## config.mk

```make
export PLATFORM = sky130hd
export DESIGN_NAME = exe_mem_stage
export DESIGN_NICKNAME = d
export VERILOG_FILES = /design/src/rtl/core_pkg.sv /design/src/rtl/seq_multiplier.sv /design/src/rtl/exe_mem_stage.sv
export SDC_FILE = /design/constraint.sdc
export NUM_CORES = 1
export LEC_CHECK = 0
export ABC_AREA = 1
export BUFFER_PORTS_ARGS = -buffer_cell sky130_fd_sc_hd__buf_2
export CAP_MARGIN = 20
export CORE_MARGIN = 2
export CORE_UTILIZATION = 54
export CTS_CLUSTER_SIZE = 8
export DETAILED_ROUTE_END_ITERATION = 10
export PLACE_DENSITY = 0.78
export SLEW_MARGIN = 20
export SYNTH_ARGS = -nofsm -noshare
export SYNTH_HDL_FRONTEND = slang
export SYNTH_SLANG_ARGS = --single-unit
```

## constraint.sdc

```tcl
create_clock -name clk -period 6.9 [get_ports clk]
set_clock_uncertainty 0.1 [all_clocks]
set_input_delay 1.38 -clock clk [delete_from_list [all_inputs] [get_ports clk]]
set_output_delay 1.38 -clock clk [all_outputs]
set_load 0.01 [all_outputs]
```

## src/rtl/core_pkg.sv

```systemverilog
// Shared definitions for the 16-bit pipelined core.
//   DATA_W / RD_W : datapath width and register-index width
//   alu_op_t      : 3-bit ALU operation encoding
//   exe_state_t   : execute-stage multiplier occupancy state
package core_pkg;

    localparam int DATA_W = 16;
    localparam int RD_W   = 4;

    typedef enum logic [2:0] {
        ALU_ADD = 3'b000,
        ALU_SUB = 3'b001,
        ALU_AND = 3'b010,
        ALU_OR  = 3'b011,
        ALU_XOR = 3'b100,
        ALU_SLT = 3'b101,
        ALU_SLL = 3'b110,
        ALU_MUL = 3'b111
    } alu_op_t;

    typedef enum logic {
        IDLE = 1'b0,
        BUSY = 1'b1
    } exe_state_t;

endpackage

```

## src/rtl/seq_multiplier.sv

```systemverilog
// Iterative shift-add multiplier, one partial product per clock.
//   clk, reset   : clock and synchronous active-high reset
//   start_i      : load operands and begin (ignored while busy)
//   a_i, b_i     : multiplicand / multiplier
//   busy_o       : an operation is in progress
//   done_o       : current cycle performs the final step
//   product_o    : low DATA_W bits of a*b, valid while done_o=1
module seq_multiplier
    import core_pkg::*;
#(
    parameter int DATA_W = core_pkg::DATA_W
) (
    input  logic              clk,
    input  logic              reset,
    input  logic              start_i,
    input  logic [DATA_W-1:0] a_i,
    input  logic [DATA_W-1:0] b_i,
    output logic              busy_o,
    output logic              done_o,
    output logic [DATA_W-1:0] product_o
);

    localparam int CNT_W = $clog2(DATA_W);

    exe_state_t        state_q, state_d;
    logic [CNT_W-1:0]  count_q, count_d;
    logic [DATA_W-1:0] mcand_q, mcand_d;
    logic [DATA_W-1:0] mplier_q, mplier_d;
    logic [DATA_W-1:0] acc_q, acc_d;
    logic [DATA_W-1:0] step_acc;
    logic              last_step;

    // Accumulator value after the current step; on the last step this is
    // the finished product, so it is handed out before it is registered.
    assign step_acc  = acc_q + (mplier_q[0] ? mcand_q : '0);
    assign last_step = (count_q == CNT_W'(DATA_W - 1));

    always_comb begin
        state_d  = state_q;
        count_d  = count_q;
        mcand_d  = mcand_q;
        mplier_d = mplier_q;
        acc_d    = acc_q;
        unique case (state_q)
            IDLE: begin
                if (start_i) begin
                    mcand_d  = a_i;
                    mplier_d = b_i;
                    acc_d    = '0;
                    count_d  = '0;
                    state_d  = BUSY;
                end
            end
            BUSY: begin
                acc_d    = step_acc;
                mcand_d  = mcand_q << 1;
                mplier_d = mplier_q >> 1;
                count_d  = count_q + CNT_W'(1);
                if (last_step) begin
                    state_d = IDLE;
                end
            end
            default: state_d = IDLE;
        endcase
    end

    always_ff @(posedge clk) begin
        if (reset) begin
            state_q  <= IDLE;
            count_q  <= '0;
            mcand_q  <= '0;
            mplier_q <= '0;
            acc_q    <= '0;
        end else begin
            state_q  <= state_d;
            count_q  <= count_d;
            mcand_q  <= mcand_d;
            mplier_q <= mplier_d;
            acc_q    <= acc_d;
        end
    end

    assign busy_o    = (state_q == BUSY);
    assign done_o    = busy_o && last_step;
    assign product_o = step_acc;

endmodule

```

## src/rtl/exe_mem_stage.sv

```systemverilog
// Execute stage and EXE/MEM pipeline register.
//   Inputs : PC, PC+2, operands, immediate, rd and control flags from ID/EXE
//   pc_target_out / pc_src_out / flush_out : branch/jump redirect (comb)
//   stall_out : hold upstream stages while a multiply is in flight (comb)
//   *_out registered : ALU/multiply result, store data, rd, PC+2, controls
module exe_mem_stage
    import core_pkg::*;
#(
    parameter int DATA_W = core_pkg::DATA_W,
    parameter int RD_W   = core_pkg::RD_W
) (
    input  logic              clk,
    input  logic              reset,
    input  logic [DATA_W-1:0] pc_in,
    input  logic [DATA_W-1:0] pc_plus2_in,
    input  logic [DATA_W-1:0] op1_in,
    input  logic [DATA_W-1:0] op2_in,
    input  logic [DATA_W-1:0] extend_in,
    input  logic [RD_W-1:0]   rd_in,
    input  logic              regWrite_in,
    input  logic              memWrite_in,
    input  logic              jump_in,
    input  logic              branch_in,
    input  logic              aluSrc_in,
    input  logic [1:0]        resultSrc_in,
    input  logic [2:0]        aluControl_in,
    output logic [DATA_W-1:0] pc_target_out,
    output logic              pc_src_out,
    output logic              flush_out,
    output logic              stall_out,
    output logic [DATA_W-1:0] alu_result_out,
    output logic [DATA_W-1:0] write_data_out,
    output logic [RD_W-1:0]   rd_out,
    output logic [DATA_W-1:0] pc_plus2_out,
    output logic              regWrite_out,
    output logic              memWrite_out,
    output logic [1:0]        resultSrc_out
);

    logic [DATA_W-1:0]        src_b;
    logic signed [DATA_W-1:0] op1_s, src_b_s;
    logic [DATA_W-1:0]        alu_result;
    logic                     zero;
    logic                     is_mul;
    logic                     mul_busy, mul_done;
    logic [DATA_W-1:0]        mul_product;

    logic [DATA_W-1:0] alu_result_q, alu_result_d;
    logic [DATA_W-1:0] write_data_q, write_data_d;
    logic [RD_W-1:0]   rd_q, rd_d;
    logic [DATA_W-1:0] pc_plus2_q, pc_plus2_d;
    logic              regWrite_q, regWrite_d;
    logic              memWrite_q, memWrite_d;
    logic [1:0]        resultSrc_q, resultSrc_d;

    // ---------------- execute ----------------
    assign src_b   = aluSrc_in ? extend_in : op2_in;
    assign op1_s   = op1_in;
    assign src_b_s = src_b;

    always_comb begin
        alu_result = '0;
        unique case (alu_op_t'(aluControl_in))
            ALU_ADD: alu_result = op1_in + src_b;
            ALU_SUB: alu_result = op1_in - src_b;
            ALU_AND: alu_result = op1_in & src_b;
            ALU_OR:  alu_result = op1_in | src_b;
            ALU_XOR: alu_result = op1_in ^ src_b;
            ALU_SLT: alu_result = (op1_s < src_b_s) ? DATA_W'(1) : '0;
            ALU_SLL: alu_result = op1_in << src_b[3:0];
            // Real products come from the sequential unit; a MUL encoding
            // without regWrite is a bubble and carries no result.
            ALU_MUL: alu_result = '0;
            default: alu_result = '0;
        endcase
    end

    assign zero   = ((op1_in - src_b) == '0);
    assign is_mul = regWrite_in && (aluControl_in == ALU_MUL);

    // Redirects are suppressed while a multiply owns the stage: the
    // instruction in ID/EXE is frozen and must not be resolved twice.
    assign pc_target_out = pc_in + extend_in;
    assign pc_src_out    = !reset && !mul_busy && (jump_in || (branch_in && zero));
    assign flush_out     = pc_src_out;
    assign stall_out     = !reset && ((!mul_busy && is_mul) || (mul_busy && !mul_done));

    seq_multiplier #(
        .DATA_W (DATA_W)
    ) u_mul (
        .clk       (clk),
        .reset     (reset),
        .start_i   (is_mul && !mul_busy),
        .a_i       (op1_in),
        .b_i       (src_b),
        .busy_o    (mul_busy),
        .done_o    (mul_done),
        .product_o (mul_product)
    );

    // ---------------- EXE/MEM register ----------------
    always_comb begin
        alu_result_d = '0;
        write_data_d = '0;
        rd_d         = '0;
        pc_plus2_d   = '0;
        regWrite_d   = 1'b0;
        memWrite_d   = 1'b0;
        resultSrc_d  = '0;
        // A bubble is issued while a multiply is launching or iterating;
        // rd/controls are sampled from the held ID/EXE inputs on completion.
        if (mul_done || (!mul_busy && !is_mul)) begin
            alu_result_d = mul_done ? mul_product : alu_result;
            write_data_d = op2_in;
            rd_d         = rd_in;
            pc_plus2_d   = pc_plus2_in;
            regWrite_d   = regWrite_in;
            memWrite_d   = memWrite_in;
            resultSrc_d  = resultSrc_in;
        end
    end

    always_ff @(posedge clk) begin
        if (reset) begin
            alu_result_q <= '0;
            write_data_q <= '0;
            rd_q         <= '0;
            pc_plus2_q   <= '0;
            regWrite_q   <= 1'b0;
            memWrite_q   <= 1'b0;
            resultSrc_q  <= '0;
        end else begin
            alu_result_q <= alu_result_d;
            write_data_q <= write_data_d;
            rd_q         <= rd_d;
            pc_plus2_q   <= pc_plus2_d;
            regWrite_q   <= regWrite_d;
            memWrite_q   <= memWrite_d;
            resultSrc_q  <= resultSrc_d;
        end
    end

    assign alu_result_out = alu_result_q;
    assign write_data_out = write_data_q;
    assign rd_out         = rd_q;
    assign pc_plus2_out   = pc_plus2_q;
    assign regWrite_out   = regWrite_q;
    assign memWrite_out   = memWrite_q;
    assign resultSrc_out  = resultSrc_q;

endmodule

```

==> tab_implementation.tex, run 1 <==
\begin{tabular}{lr}
\hline
Metric & Value \\
\hline
\multicolumn{2}{l}{\textbf{Floorplan}} \\
Area of the core & 16500 µm² \\
Total I/O pin count & 171 \\
DIE HEIGHT & 133 µm \\
\# rows & 47 \\
Die span in x & 133 µm \\
Die Area & 17800 µm² \\
Starting Density & 55.0\% \\
\multicolumn{2}{l}{\textbf{GRT}} \\
Wire length of the first global-routing pass & 47900 µm \\
GRT Total Usage & 34.4\% \\
Vias in the first global route & 8972 \\
Total gr overflow & 0 \\
Number of antenna violations at the first check in global routing & 1 \\
Maximum number of pins on one net before global-route repair & 55 \\
\multicolumn{2}{l}{\textbf{Min path}} \\
Min-delay worst type & reg -> reg \\
\multicolumn{2}{l}{\textbf{Placement}} \\
Place WS & 0.845 ns \\
Final weighted congestion in routability-driven placement & 0.997 \\
Half-perimeter wire length of the detailed placement result & 24900 µm \\
Placed cell area & 9960 µm² \\
\# port buffers & 170 \\
\multicolumn{2}{l}{\textbf{Clock tree}} \\
Clk Latency, worst-skew pair & 0.36 ns \\
CTS clk-pin slew, worst paths & 0.08 ns \\
Clk sinks & 109 \\
Postcts setup bufs & 0 \\
Number of hold buffers added after CTS & 0 \\
Count of cells resized by post-cts repair & 0 \\
TritonCTS clock tree & yes \\
Cell chosen for the clock root & clkbuf\_16 \\
CTS H-tree lvls & 3 \\
Maximum buffer depth of the clock tree & 2 \\
TritonCTS buffer count & 9 \\
\multicolumn{2}{l}{\textbf{Timing}} \\
Unrepaired setup endpoints after global routing & false \\
Number of hold-slack violations in the final timing report & 0 \\
Final sum of negative setup slack & 0 ns \\
Normalized max-slew margin & 38.0\% \\
Final min period & 6.10 ns \\
Count of endpoints failing setup in the final report & 0 \\
Max frequency & 164 MHz \\
Final worst setup slack & 0.795 ns \\
Post-Route Hold Slack & 0.366 ns \\
Pins over their slew limit & 0 \\
Fin crit share & 88.5\% \\
Slew at the pin closest to its max-slew limit & 0.927 ns \\
\multicolumn{2}{l}{\textbf{Worst setup path}} \\
Cell breakdown of the critical path & buf\_2, nand2\_1, o21ai\_4, inv\_1, ha\_1, inv\_1, nand2\_1, nand2\_1, nand3\_1, nand2\_1, nand2\_1, nand2\_1, nand2\_1, nand2\_1, nand2\_1, nor2\_1, nand3\_1, a21oi\_1, buf\_2 \\
Worst path most repeated cell & nand2\_1 \\
Critical Path AT & 4.62 ns \\
Crit path max fanout & 34 \\
Worst Setup Path Type & in -> out \\
Required time at the endpoint of the critical path & 5.42 ns \\
Kind of start point of the critical path & primary input \\
Kind of end point of the critical path & output pin \\
Biggest cell delay along the critical path & 0.48 ns \\
Cell with the largest stage delay on the worst path & buf\_2 \\
\multicolumn{2}{l}{\textbf{Synth}} \\
Avg Synthesized Cell Area & 6.30 µm² \\
Fraction of registers with async set/reset & 0\% \\
Cells after synthesis & 1437 \\
Synthesis-stage register bit count & 109 \\
Unique cell type count in the Yosys netlist & 46 \\
Mapped Nets & 1626 \\
Dominant cell type by area after synthesis & dfxtp\_1 \\
Post-synth design cell area & 9050 µm² \\
Library cell with the highest instance count after synthesis & nand2\_1 \\
Ys Warns & 0 \\
Proportion of synthesized chip area in sequential cells & 24.1\% \\
Fraction of post-synthesis cell area in the top cell type by area & 24.1\% \\
Leading post-synthesis cells by instance count & nand2\_1 (367), inv\_1 (185), nor2\_1 (149), a21oi\_1 (128), nand3\_1 (118) \\
Top cells by area, synth & dfxtp\_1 (24\%), nand2\_1 (15\%), ha\_1 (12\%), inv\_1 (7.7\%), a21oi\_1 (7.1\%) \\
Count of flip-flops with a built-in enable after synthesis & 0 \\
Commonest register cell after synthesis & dfxtp\_1 \\
\multicolumn{2}{l}{\textbf{Pwr}} \\
Sw frac & 37.5\% \\
Net Sw Power & 693 µW \\
Combinational power share & 33.2\% \\
Internal power & 1.16 mW \\
Leakage power & 5.56 nW \\
Clock network fraction of design power & 30.2\% \\
Total design power & 1.85 mW \\
Peak supply drop & 0.144 mV \\
Sequential fraction of design power & 36.6\% \\
Total power per unit cell area & 180 nW/µm² \\
\multicolumn{2}{l}{\textbf{Cells and area}} \\
NumNets Final & 1761 \\
Final design area excluding fillers & 10300 µm² \\
Number of filler instances in the final layout & 1607 \\
Share of cells above drive strength 1 & 13.7\% \\
Area growth from synthesis to layout & 13.4\% \\
\multicolumn{2}{l}{\textbf{Drt}} \\
Aggregate routed wire length & 31200 µm \\
DR top layer & met4 \\
Met3 WL & 2620 µm \\
Antenna Violating Nets Remaining & 0 \\
Per-cell routed wire length & 17.4 µm \\
Total number of vias & 9989 \\
Number of design rule violations left after detail routing & 0 \\
Met2 wire length & 13900 µm \\
Detailed Routing Iterations Pass 1 & 5 \\
First DRT Iteration DRCs & 969 \\
Number of vias per cell after detailed routing & 5.56 \\
M1 WL & 13800 µm \\
\multicolumn{2}{l}{\textbf{Status}} \\
Status & complete, no violations \\
\multicolumn{2}{l}{\textbf{Run}} \\
\# Max-Cap Violations & 0 \\
\hline
\end{tabular}
## worst max-delay path: cells and delay by family
| kind | cells | cell delay, ns |
|---|---|---|
| adders and majority gates | 1 | 0.44 |
| buffers and inverters | 4 | 1.17 |
| AOI/OAI and AO/OA | 2 | 0.42 |
| and+or+nand+nor | 12 | 1.22 |
## cells in the final DEF, fill, tap and decap left out, types with 3 or more instances in the layout
master / netlist / routed
xor2_1: 20 / 20
fa_1: 4 / 4
nand3b_1: 3 / 3
inv_1: 185 / 185
nor3_1: 13 / 13
o31ai_1: 5 / 5
nand2_1: 367 / 367
dfxtp_1: 109 / 108
nand4_1: 17 / 17
xnor2_1: 6 / 6
ha_1: 89 / 89
inv_2: 7 / 7
buf_2: 18 / 170
clkbuf_16: 0 / 9
o21ai_1: 4 / 4
o21bai_1: 6 / 6
nand3_1: 118 / 118
o2111ai_1: 3 / 3
buf_4: 3 / 6
o211ai_1: 3 / 3
a211oi_1: 19 / 19
o21ai_4: 3 / 3
a21o_1: 4 / 4
a221oi_1: 10 / 10
nor2_1: 149 / 149
a21oi_1: 128 / 128
o21ai_0: 87 / 87
nand2_2: 3 / 3
o22ai_1: 3 / 3
## sequential cells by signal, indices dropped and copies added (netlist names)
signal,count
alu_result_out,16
memWrite_out,1
pc_plus2_out,16
rd_out,4
regWrite_out,1
resultSrc_out,2
u_mul.acc_q,16
u_mul.busy_o,1
u_mul.count_q,4
u_mul.mcand_q,16
u_mul.mplier_q,16
write_data_out,16
## metal layers
| layer | GRT usage (%) | vias to the layer above |
|---|---|---|
| met2 | 56.0 | 481 |
| met5 | 0 | - |
| met4 | 11.8 | 0 |
| met3 | 4.98 | 52 |
| li1 | - | 4949 |
| met1 | 46.8 | 4507 |
## worst paths after layout
path / startpoint / endpoint / slack [ns] / cells past startpoint
worst max-delay path: aluSrc_in / flush_out / 0.80 / 19
worst min register to register: u_mul.mplier_q[1]$_SDFFE_PP0P_ / u_mul.mplier_q[1]$_SDFFE_PP0P_ / 0.37 / 2
worst min-delay path: u_mul.mplier_q[1]$_SDFFE_PP0P_ / u_mul.mplier_q[1]$_SDFFE_PP0P_ / 0.37 / 2
worst max register to register: u_mul.busy_o$_SDFF_PP0_ / alu_result_out[2]$_SDFF_PP0_ / 3.49 / 6
## layout make-up
cell class	count	area, µm²	share of cell area, %
timing repair buffer	176	896	8.73
inverter	193	724	7.06
sequential	109	2180	21.3
multi-input combinational	1083	5880	57.3
antenna	1	2.50	0.0244
clock buffer	10	229	2.23
clock inverter	6	78.8	0.768
tap	220	275	2.68
## logic make-up after synthesis
logic type / count (synthesis) / share of synthesized area (%)
compound gates: 284 / 17.9
buf+inv: 245 / 10.9
flops: 109 / 24.1
simple gates: 680 / 31.3
fa+ha+maj: 93 / 13.2
xor+xnor: 26 / 2.52
## metrics by stage
stage / std cells / utilization (%)
2_1_floorplan: 1437 / -
3_3_place_gp: 1781 / 60.5
3_5_place_dp: 1781 / 60.5
4_1_cts: 1797 / 62.3
5_1_grt: 1797 / 62.3
6_report: 1798 / 62.4
## power by group through the flow
stage                     logic [mW]  clock network, mW  registers, mW
after floorplan                0.386                  0          0.701
after global placement         0.593                  0          0.691
after detailed placement       0.595                  0          0.692
after CTS                      0.599              0.560          0.677
after global routing           0.677              0.582          0.680
final                          0.614              0.558          0.677
Note: power is estimated with default switching activity, not from simulation.
==> run 2, diff against run 1 <==
--- a/config.mk
+++ b/config.mk
@@ -16,4 +16,5 @@
 export SLEW_MARGIN = 20
 export SYNTH_ARGS = -nofsm -noshare
 export SYNTH_HDL_FRONTEND = slang
+export SYNTH_HIERARCHICAL = 1
 export SYNTH_SLANG_ARGS = --single-unit
==> run 2 against run 1 <==
Compared with the run above:
- final area increased by 3.5%
- largest power group unchanged
- power fell by 1.7%
- worst hold slack better by 0.0062 ns
- largest cell class unchanged
- critical endpoint unchanged
- routed wire length is 0.59% higher
==> tab_implementation.tex, run 2 <==
\begin{tabular}{lr}
\hline
Metric & Value \\
\hline
\multicolumn{2}{l}{\textbf{Timing}} \\
Normalized max-slew margin & 31.5\% (-6.6 points) \\
Final sum of negative setup slack & 0 ns (unchanged) \\
Final min period & 5.85 ns (-0.251 ns) \\
Pins over their slew limit & 0 (unchanged) \\
Unrepaired setup endpoints after global routing & false \\
Count of endpoints failing setup in the final report & 0 (unchanged) \\
Slew at the pin closest to its max-slew limit & 1.03 ns (+0.0994 ns) \\
Max frequency & 171 MHz (+4.3\%) \\
Final worst setup slack & 1.05 ns (+0.251 ns) \\
Number of hold-slack violations in the final timing report & 0 (unchanged) \\
Fin crit share & 84.8\% (-3.6 points) \\
\multicolumn{2}{l}{\textbf{GRT}} \\
GRT Total Usage & 34.0\% (-0.40 points) \\
Vias in the first global route & 9280 (+3.4\%) \\
Number of antenna violations at the first check in global routing & 0 (-1) \\
Total gr overflow & 0 (unchanged) \\
Wire length of the first global-routing pass & 48500 µm (+1.3\%) \\
Maximum number of pins on one net before global-route repair & 58 (+5.5\%) \\
\multicolumn{2}{l}{\textbf{Cells and area}} \\
Leading cell type in the layout, fill and taps excluded & nand2\_1 \\
Number of filler instances in the final layout & 1709 (+6.3\%) \\
Area growth from synthesis to layout & 13.6\% \\
NumNets Final & 1850 (+5.1\%) \\
Final core utilization & 62.1\% (-0.26 points) \\
Final design area excluding fillers & 10600 µm² (+3.5\%) \\
Share of cells above drive strength 1 & 14.8\% (+1.1 points) \\
Final antenna diode count & 0 (-1) \\
Commonest cells after routing, fill and taps aside & nand2\_1 (466), inv\_1 (230), buf\_2 (170), nand3\_1 (139), nor2\_1 (129) \\
\multicolumn{2}{l}{\textbf{Clock tree}} \\
Clk sinks & 109 (unchanged) \\
Postcts setup bufs & 0 (unchanged) \\
TritonCTS buffer count & 9 (unchanged) \\
Count of cells resized by post-cts repair & 0 (unchanged) \\
Cell chosen for the clock root & clkbuf\_16 \\
Clk Latency, worst-skew pair & 0.37 ns (about the same) \\
Number of hold buffers added after CTS & 0 (unchanged) \\
TritonCTS clock tree & yes \\
CTS clk-pin slew, worst paths & 0.09 ns (about the same) \\
Maximum buffer depth of the clock tree & 2 (unchanged) \\
CTS H-tree lvls & 3 (unchanged) \\
\multicolumn{2}{l}{\textbf{Min path}} \\
Min-delay worst type & reg -> reg \\
\multicolumn{2}{l}{\textbf{Floorplan}} \\
Starting Density & 54.7\% (-0.28 points) \\
Die span in x & 136 µm (+1.6\%) \\
Total I/O pin count & 171 (unchanged) \\
Die Area & 18400 µm² (+3.3\%) \\
DIE HEIGHT & 136 µm (+1.6\%) \\
Area of the core & 17100 µm² (+4.0\%) \\
\# rows & 48 (+2.1\%) \\
\multicolumn{2}{l}{\textbf{Worst setup path}} \\
Worst path most repeated cell & nand2\_1 \\
Worst Setup Path Type & in -> out \\
Crit path max fanout & 18 (-47\%) \\
Kind of end point of the critical path & output pin \\
Cell family with the largest share of critical-path delay & simple AND/OR/NAND/NOR gates \\
Buf/Inv on CP & 3 (-1) \\
Critical Path AT & 4.37 ns (-0.25 ns) \\
Required time at the endpoint of the critical path & 5.42 ns (about the same) \\
Kind of start point of the critical path & primary input \\
Cell with the largest stage delay on the worst path & ha\_1 \\
Cell breakdown of the critical path & buf\_2, inv\_4, or2\_2, o21ai\_0, ha\_1, o21ai\_0, a21oi\_1, nor2\_1, nor2\_1, nand2\_1, nand2\_1, nand2\_1, nor2\_1, nand2\_1, a21oi\_1, buf\_2 \\
Biggest cell delay along the critical path & 0.54 ns (+0.06 ns) \\
\multicolumn{2}{l}{\textbf{Synth}} \\
Synthesized-area fraction occupied by xor and xnor cells & 2.75\% (+0.24 points) \\
Dominant cell type by area after synthesis & dfxtp\_1 \\
Count of flip-flops with a built-in enable after synthesis & 0 (unchanged) \\
Commonest register cell after synthesis & dfxtp\_1 \\
Avg Synthesized Cell Area & 6.14 µm² (-2.5\%) \\
Leading post-synthesis cells by instance count & nand2\_1 (466), inv\_1 (230), nand3\_1 (139), nor2\_1 (130), dfxtp\_1 (109) \\
Simple logic cell fraction of the synthesized area & 36.1\% (+4.8 points) \\
Mux share of post-synthesis cell area & 0\% (unchanged) \\
Cells after synthesis & 1524 (+6.1\%) \\
Largest family of logic cells by synthesized area & simple AND/OR/NAND/NOR gates \\
Post-synthesis compound-gate area fraction & 12.3\% (-5.6 points) \\
Unique cell type count in the Yosys netlist & 51 (+11\%) \\
Fraction of post-synthesis cell area in the top cell type by area & 23.3\% (-0.80 points) \\
Top cells by area, synth & dfxtp\_1 (23\%), nand2\_1 (19\%), ha\_1 (12\%), inv\_1 (9.2\%), nand3\_1 (7.4\%) \\
Post-synth design cell area & 9360 µm² (+3.4\%) \\
Synthesis-stage register bit count & 109 (unchanged) \\
Fraction of registers with async set/reset & 0\% (unchanged) \\
Ys Warns & 6 (+6) \\
Mapped Nets & 1713 (+5.4\%) \\
Proportion of synthesized chip area in sequential cells & 23.3\% (-0.80 points) \\
Library cell with the highest instance count after synthesis & nand2\_1 \\
Share of synthesized cell area in full adder, half adder and majority cells & 12.8\% (-0.44 points) \\
\multicolumn{2}{l}{\textbf{Placement}} \\
Placed cell area & 10300 µm² (+3.2\%) \\
Final weighted congestion in routability-driven placement & 1.04 (+3.9\%) \\
Place WS & 1.08 ns (+0.234 ns) \\
Half-perimeter wire length of the detailed placement result & 25100 µm (+0.91\%) \\
\# port buffers & 170 (unchanged) \\
\multicolumn{2}{l}{\textbf{Drt}} \\
Number of vias per cell after detailed routing & 5.40 (-2.7\%) \\
First DRT Iteration DRCs & 1038 (+7.1\%) \\
Antenna Violating Nets Remaining & 0 (unchanged) \\
Aggregate routed wire length & 31400 µm (+0.59\%) \\
Detailed Routing Iterations Pass 1 & 6 (+1) \\
Per-cell routed wire length & 16.6 µm (-4.4\%) \\
Number of design rule violations left after detail routing & 0 (unchanged) \\
Total number of vias & 10219 (+2.3\%) \\
\multicolumn{2}{l}{\textbf{Pwr}} \\
Internal power & 1.12 mW (-2.8\%) \\
Sw frac & 38.2\% (+0.67 points) \\
Sequential fraction of design power & 36.6\% (about the same) \\
Total power per unit cell area & 171 nW/µm² (-5.1\%) \\
Peak supply drop & 0.136 mV (-5.5\%) \\
Clock network fraction of design power & 30.8\% (+0.6 points) \\
Combinational power share & 32.6\% (-0.6 points) \\
Leakage power & 6.11 nW (+10\%) \\
Net Sw Power & 694 µW (about the same) \\
\multicolumn{2}{l}{\textbf{Status}} \\
Status & complete, no violations \\
\multicolumn{2}{l}{\textbf{Run}} \\
\# Max-Cap Violations & 0 (unchanged) \\
\hline
\end{tabular}
[run 2: cell types whose count changed after synthesis, moves of 10 or more]
cell / change
o21ai_1: +10
nand4_1: -10
a211oi_1: -17
or2_2: +11
nand3_1: +21
nor2_1: -19
nand2_1: +99
inv_1: +45
a21oi_1: -39
o21ai_0: -31
[run 2: worst paths after layout]
check	depth (start not counted)	slack, ns	from	end
worst min-delay path	1	0.37	u_mul/count_q[3]$_SDFFE_PP0P_	u_mul/count_q[3]$_SDFFE_PP0P_
worst max-delay path	16	1.05	aluSrc_in	flush_out
worst max register to register	8	3.91	u_mul/busy_o$_SDFF_PP0_	u_mul/mcand_q[15]$_SDFFE_PP0P_
worst min register to register	1	0.37	u_mul/count_q[3]$_SDFFE_PP0P_	u_mul/count_q[3]$_SDFFE_PP0P_
[run 2: cell type report]
type / count / area [µm²] / share of cell area [%]
clock buffer: 9 / 225 / 2.12
clock inverter: 7 / 98.8 / 0.930
inverter: 242 / 915 / 8.61
multi-input combinational: 1122 / 6000 / 56.5
sequential: 109 / 2180 / 20.5
tap: 225 / 282 / 2.65
timing repair buffer: 177 / 923 / 8.69
[run 2: cells by family (layout without fill, tap and decap cells)]
logic type / count (synthesis) / in the layout
buf+inv: 293 / 435
compound gates: 202 / 202
xor+xnor: 26 / 26
fa+ha+maj: 93 / 93
simple gates: 801 / 801
flops: 109 / 109
[run 2: power groups by stage]
stage | clock network [mW] | registers (mW) | logic, mW
floorplan | 0 | 0.692 | 0.366
global placement | 0 | 0.679 | 0.575
detailed placement | 0 | 0.680 | 0.574
CTS | 0.571 | 0.665 | 0.578
global route | 0.589 | 0.668 | 0.652
finish | 0.560 | 0.665 | 0.592
[run 2: metal layers]
layer	part of all wire (%)	vias up	track usage (%)	wire length (µm)
li1	-	5068	-	-
met1	43	4579	46.2	13700
met2	44	503	54.2	13900
met3	8.6	69	5.01	2700
met4	3.8	0	13.4	1190
met5	0	-	0	0
[run 2: per-stage QoR]
step | hold WS [ns] | total power [mW] | cells
finish | 0.372 | 1.82 | 1891
global route | 0.389 | 1.91 | 1891
CTS | 0.372 | 1.81 | 1890
detailed placement | 0.358 | 1.25 | 1874
global placement | 0.352 | 1.25 | 1874
floorplan | 0.333 | 1.06 | 1524
